**src/rtl/mem_arbiter.sv**
```systemverilog
// mem_arbiter: shares one sync memory port between the cpu (absolute priority) and a secondary dev master
module mem_arbiter #(
  parameter int WAIT_MAX = 255,
  parameter int CNT_W    = 8
) (
  input  logic        clk,
  input  logic        reset_n,
  input  logic [29:0] cpu_addr,
  input  logic        cpu_re,
  input  logic [3:0]  cpu_we,
  input  logic [31:0] cpu_wdata,
  output logic [31:0] cpu_rdata,
  input  logic        dev_req,
  input  logic [29:0] dev_addr,
  input  logic [3:0]  dev_we,
  input  logic [31:0] dev_wdata,
  output logic        dev_gnt,
  output logic        dev_rvalid,
  output logic [31:0] dev_rdata,
  output logic        starved,
  output logic [29:0] mem_addr,
  output logic        mem_re,
  output logic [3:0]  mem_we,
  output logic [31:0] mem_wdata,
  input  logic [31:0] mem_rdata
);
  localparam logic [CNT_W-1:0] WMAX = CNT_W'(WAIT_MAX);
  logic             cpu_act, dev_rd, rd_pend;
  logic [CNT_W-1:0] cnt, cnt_nxt;
  assign cpu_rdata = mem_rdata;
  always_comb begin
    cpu_act   = cpu_re | (|cpu_we);
    dev_gnt   = reset_n & dev_req & ~cpu_act;
    dev_rd    = dev_gnt & ~(|dev_we);
    mem_addr  = dev_gnt ? dev_addr : cpu_addr;
    mem_wdata = dev_gnt ? dev_wdata : cpu_wdata;
    mem_re    = reset_n & (cpu_act ? cpu_re : dev_rd);
    mem_we    = !reset_n ? 4'h0 : cpu_act ? cpu_we : dev_gnt ? dev_we : 4'h0;
    cnt_nxt   = (dev_req & ~dev_gnt) ? ((cnt == WMAX) ? cnt : cnt + 1'b1) : '0;
  end
  always_ff @(posedge clk or negedge reset_n) begin
    if (!reset_n) begin
      rd_pend    <= 1'b0;
      dev_rvalid <= 1'b0;
      dev_rdata  <= '0;
      cnt        <= '0;
      starved    <= 1'b0;
    end else begin
      rd_pend    <= dev_rd;
      dev_rvalid <= rd_pend;
      if (rd_pend) dev_rdata <= mem_rdata;
      cnt        <= cnt_nxt;
      starved    <= (cnt_nxt == WMAX);
    end
  end
endmodule

```
**config.mk**
```make
export PLATFORM = sky130hd
export DESIGN_NAME = mem_arbiter
export DESIGN_NICKNAME = d
export VERILOG_FILES = /design/src/rtl/mem_arbiter.sv
export SDC_FILE = /design/constraint.sdc
export NUM_CORES = 1
export LEC_CHECK = 0
export ABC_AREA = 1
export CORE_AREA = 2 2 117 119
export DETAILED_ROUTE_END_ITERATION = 10
export DIE_AREA = 0 0 119 121
export DONT_BUFFER_PORTS = 1
export PLACE_DENSITY_LB_ADDON = 0.3
export SYNTH_ARGS = -nofsm -noshare
export SYNTH_HDL_FRONTEND = slang
export SYNTH_SLANG_ARGS = --single-unit
```
**constraint.sdc**
```tcl
create_clock -name clk -period 5.3 [get_ports clk]
set_input_delay 1.59 -clock clk [delete_from_list [all_inputs] [get_ports clk]]
set_output_delay 1.59 -clock clk [all_outputs]
set_load 0.1 [all_outputs]
```
======== Word level (Yosys, flattened, before mapping) ========
Cells that the tools add are included.
word-level totals
  register bits after elaboration ......... 43
  input bits .............................. 168
  output and inout port bits .............. 134
  logic and storage cells ................. 27
cells by class
  add/subtract/negate cells ............... 1
  equal/unequal tests ..................... 2
  mux-type cells .......................... 8
  bitwise operators ....................... 9
  reduce and logical (&&, ||, !) cells .... 2
operators with widths
  kind                                         count
  two-way mux 32 bit                           1
  two-way mux 30 bit                           1
  == test 8 bit, second input constant         2
  two-way mux 8 bit                            2
  two-way mux 4 bit                            3
  adder 8 x 1 -> 8 bit, second input constant  1
  OR reduction 4 bit                           2
  bitwise AND 1 bit                            5
  NOT 1 bit                                    3
  two-way mux 1 bit                            1
  bitwise OR 1 bit                             1

======== Longest topological paths before layout ========
  depth after elaboration ................. 8
  depth in mapped cells ................... 10
  depth with buffers taken out ............ 10

======== Least setup slack after synthesis ========
Ideal clock, no wire load.
  path kind ............................... input-to-output
  start point ............................. in cpu_we[0]
  end point ............................... out mem_re
  arrival ................................. 3662 ps
  required time ........................... 3710 ps
  slack ................................... 48 ps
  cell stages on the path ................. 6
  buffers on the path ..................... 1
  cell sequence ........................... nor2_1 > nand2_1 > nor2_8 > buf_4 > nand2_1 > a21oi_1
on the way
  word-level cells in the longest chain between the ends .. 7
ends and longest elaborated chain
  element                 line  RTL
  start, declared         10    input logic [3:0] cpu_we,
  OR reduction 4 bit (*)  32    cpu_act = cpu_re | (|cpu_we);
  bitwise OR 1 bit (*)    32
  NOT 1 bit               33    dev_gnt = reset_n & dev_req & ~cpu_act;
  bitwise AND 1 bit       33
  bitwise AND 1 bit       34    dev_rd = dev_gnt & ~(|dev_we);
  two-way mux 1 bit (*)   37    mem_re = reset_n & (cpu_act ? cpu_re : dev_rd);
  bitwise AND 1 bit (*)   37
  end, declared           22    output logic mem_re,
Mark *: on every way between the ends. The rest lies on a longest branch, timed or not.

======== Worst setup path after layout ========
  start point ............................. in reset_n
  end point ............................... out mem_addr[19]
on the way
  word-level cells in the longest chain between the ends .. 3
ends and longest elaborated chain
  element                          line  RTL
  start, declared                  7     input logic reset_n,
  bitwise AND 1 bit (2 in series)  33
  two-way mux 30 bit               35    mem_addr = dev_gnt ? dev_addr : cpu_addr;
  end, declared                    21    output logic [29:0] mem_addr,
No other way between the ends.

==> summary.md <==
| Metric | Value |
|---|---|
| Initial antenna violation count | 2 |
| Worst clock skew on the final layout | roughly 6.6 ps |
| Static leakage power | roughly 2.3 nW |
| Peak supply drop | about 120 µV |
| Count of placed standard cells in the final layout, fillers left out | a little over 600 |
| Die W | ~120 µm |
| Crit Path Category | in -> out |
| MaxCap Viol Count | 0 |
| Clock sink count | 43 |
| Slew HR | approximately a third |
| Number of standard cells after synthesis | just over 400 |
| Hold Buf Count CTS | 0 |
| Final setup violation count | 0 |
| Crit end category | primary output |
| 1st-pass router iterations | 4 |
| Arr. time, crit path | around 3200 ps |
| Utilization after layout | between 30% and 40% |
| Vias post-DR | roughly 2,700 |
| Leading register cell type out of synthesis | sky130_fd_sc_hd__dfrtp_1 |
| Deepest clock path buffer count | 2 |
| Worst Hold Depth | 4 |
| Fraction of layout instances using a drive strength above 1 | approximately 29% |
| Worst Path Max Fanout | 62 |
| Placed Cells | ~600 |
| Number of library cell types mapped by synthesis | 25 |
| Synth cell count leaders | sky130_fd_sc_hd__nand2_1 (217), sky130_fd_sc_hd__dfrtp_1 (43), sky130_fd_sc_hd__buf_4 (33), sky130_fd_sc_hd__mux2_2 (30), sky130_fd_sc_hd__inv_1 (20) |
| Number of pins exceeding their max-slew limit in the final report | 0 |
| Capture endpoint of the worst hold path | cnt[7] |
| Nets | ~600 |
| Register area share after synthesis | ~37% |
| Count of pins on the block boundary | between 300 and 400 |
| CTS H-Tree Depth | 2 |
| Post-route fraction of the period consumed by the critical path | 89.4% |
| Starting DRC count in detailed routing | ~110 |
| Class of the tightest hold or removal check | reg -> reg |
| Register-to-register setup slack | approximately 3800 ps |
| Largest net degree at the start of global routing | 63 |
| Ratio of total power to cell area | approximately 250 nW/µm² |
| Core area | around 13,000 µm² |
| Layout-stage area growth over the synthesis result | 49.7% |
| Worst Min Path Start | cnt[7] |
| Vias per std cell | approximately 4.3 |
| Sum of net half-perimeters after detailed placement | a little over 9000 µm |
| RePlAce Congestion | about 0.86 |
| Nets in the synthesized netlist | 574 |
| Root buffer cell | sky130_fd_sc_hd__clkbuf_16 |
| Part of the power in registers | 33.0% |
| Yosys reg bits | 43 |
| Die outline height | between 100 and 150 µm |
| Number of enable-type register cells in the synthesized netlist | 0 |
| Most frequent cell after synthesis | sky130_fd_sc_hd__nand2_1 |
| Required @ worst endpoint | ~3700 ps |
| Starting density of the core | between 20 and 25% |
| Run status | finished clean |
| Average detailed-routed wire length per instance | 17.1 µm |
| Clk network pwr share | ~31% |
| Summed instance area of the synthesized netlist | 2920 µm² |
| Area share of the leading cell type in the synthesized netlist | 36.8% |
| Number of buffer cells added on primary ports | 0 |
| Setup total negative slack | 0 ps |
| Yosys warnings | 0 |
| Proportion of synthesized flip-flops having asynchronous set or reset | 100% |
| Number of cells traversed by the worst register-to-register path | 10 |
| Sum of overflow across all layers after global routing | 0 |
| Min Clock Period, post-route | 4740 ps |
| Clock-pin slew reported for the worst setup and hold paths after clock tree synthesis | ~60 ps |
| Via count of the first global-routing pass | 2,648 |
| Share of total power consumed by net switching | between 30% and 40% |
| Type of origin of the critical path | input pin |
| Number of post-CTS setup repair buffers | 0 |
| Ranking of synthesized cells by area | sky130_fd_sc_hd__dfrtp_1 (37%), sky130_fd_sc_hd__nand2_1 (28%), sky130_fd_sc_hd__mux2_2 (12%) |
| First-pass GRT wire length | 14,800 µm |
| Mean cell area of the mapped netlist | around 7.2 µm² |
| Detailed-route wire length | 10,500 µm |
| Cell type with the largest total area after synthesis | sky130_fd_sc_hd__dfrtp_1 |
| Worst reg2reg startpoint | cnt[0] |
| Tightest Pin Transition | 973 ps |
| Number of hold violations in the final report | 0 |
| Floorplan die area | between 10,000 and 15,000 µm² |
| Count of standard-cell rows | between 40 and 50 |
| Part of the power in combinational logic | approximately 36% |
| Number of buffers created by CTS | 5 |
| Setup repair after global routing missed its margin | no |
| Number of instances resized during post-cts repair | 0 |
| Highest Clock Rate | about 0.21 GHz |
| RR Endpoint | starved |
| Global-route total usage across every layer | 13.7% |
| Number of remaining DRC errors | 0 |
| Worst skew pair latency | ~280 ps |
| P_int | ~0.68 mW |
| Total net switching power | ~0.42 mW |
| Post-route ant nets | 0 |
| Pwr Total | ~1.1 mW |
| TritonCTS clock tree | built |
## power groups by stage
| stage | logic [mW] | registers [mW] | clock network, mW |
|---|---|---|---|
| final | 0.396 | 0.364 | 0.343 |
| after global routing | 0.408 | 0.365 | 0.364 |
| after detailed placement | 0.399 | 0.371 | 0 |
| after global placement | 0.397 | 0.370 | 0 |
| after floorplan | 0.365 | 0.369 | 0 |
| after CTS | 0.399 | 0.364 | 0.355 |
## worst max-delay path by stage
stage | startpoint | end | slack (ps) | cells after the start
3_3_place_gp | reset_n | mem_addr[22] | 560 | 8
4_1_cts | reset_n | mem_addr[22] | 530 | 8
6_report | reset_n | mem_addr[19] | 560 | 8
3_5_place_dp | reset_n | mem_addr[22] | 530 | 8
2_1_floorplan | cpu_we[0] | mem_re | 50 | 6
5_1_grt | reset_n | mem_addr[22] | 360 | 8
## stage by stage
step           cell area (µm²)  worst slack (ps)  hold WS (ps)
2_1_floorplan             2920              48.4           352
4_1_cts                   4370               527           634
5_1_grt                   4370               362           725
6_report                  4370               562           629
3_3_place_gp              4200               558           607
3_5_place_dp              4200               527           618
## registers in the layout (all words and copies together) (netlist names)
name,count
rd_pend,1
dev_rdata,32
cnt,8
starved,1
dev_rvalid,1
## metal layers
layer / vias up / share of wire [%] / track usage, %
met3: 15 / 9.5 / 4.89
li1: 1263 / - / -
met5: - / 0 / 0
met2: 189 / 54 / 25.8
met1: 1190 / 35 / 14.1
met4: 0 / 1.9 / 4.32
## final cells by class
cell class / count / area, µm²
fill: 1343 / 8710
sequential: 43 / 1080
multi-input combinational: 290 / 1440
clock buffer: 5 / 125
tap: 176 / 220
antenna: 2 / 5.00
inverter: 23 / 86.3
timing repair buffer: 71 / 1370
clock inverter: 3 / 43.8
## logic make-up after synthesis
| kind of cell | count (synthesis) | synth area share (%) |
|---|---|---|
| flops | 43 | 36.8 |
| fa+ha+maj | 1 | 0.428 |
| xor+xnor | 2 | 0.600 |
| mux | 32 | 12.3 |
| compound gates | 7 | 1.29 |
| buf+inv | 72 | 14.4 |
| simple gates | 248 | 34.1 |
## placed cells by master (no fill, tap or decap), types with 2 or more instances in the layout
cell / count
sky130_fd_sc_hd__nand2_1: 217
sky130_fd_sc_hd__buf_12: 67
sky130_fd_sc_hd__dfrtp_1: 43
sky130_fd_sc_hd__mux2_2: 30
sky130_fd_sc_hd__inv_1: 20
sky130_fd_sc_hd__nor2_1: 13
sky130_fd_sc_hd__nand3_1: 8
sky130_fd_sc_hd__a21oi_2: 5
sky130_fd_sc_hd__clkbuf_16: 5
sky130_fd_sc_hd__buf_4: 4
sky130_fd_sc_hd__inv_2: 3
sky130_fd_sc_hd__nor2_4: 3
sky130_fd_sc_hd__diode_2: 2
sky130_fd_sc_hd__nand2_2: 2
sky130_fd_sc_hd__mux2_1: 2
## critical path: stages
cell	delay [ps]
sky130_fd_sc_hd__nand2_1	60
sky130_fd_sc_hd__inv_1	40
sky130_fd_sc_hd__nand2_1	140
sky130_fd_sc_hd__nor2_8	50
sky130_fd_sc_hd__inv_2	690
sky130_fd_sc_hd__nand2_1	160
sky130_fd_sc_hd__nand2_1	170
sky130_fd_sc_hd__buf_12	180
Note: power is estimated with default switching activity, not from simulation.
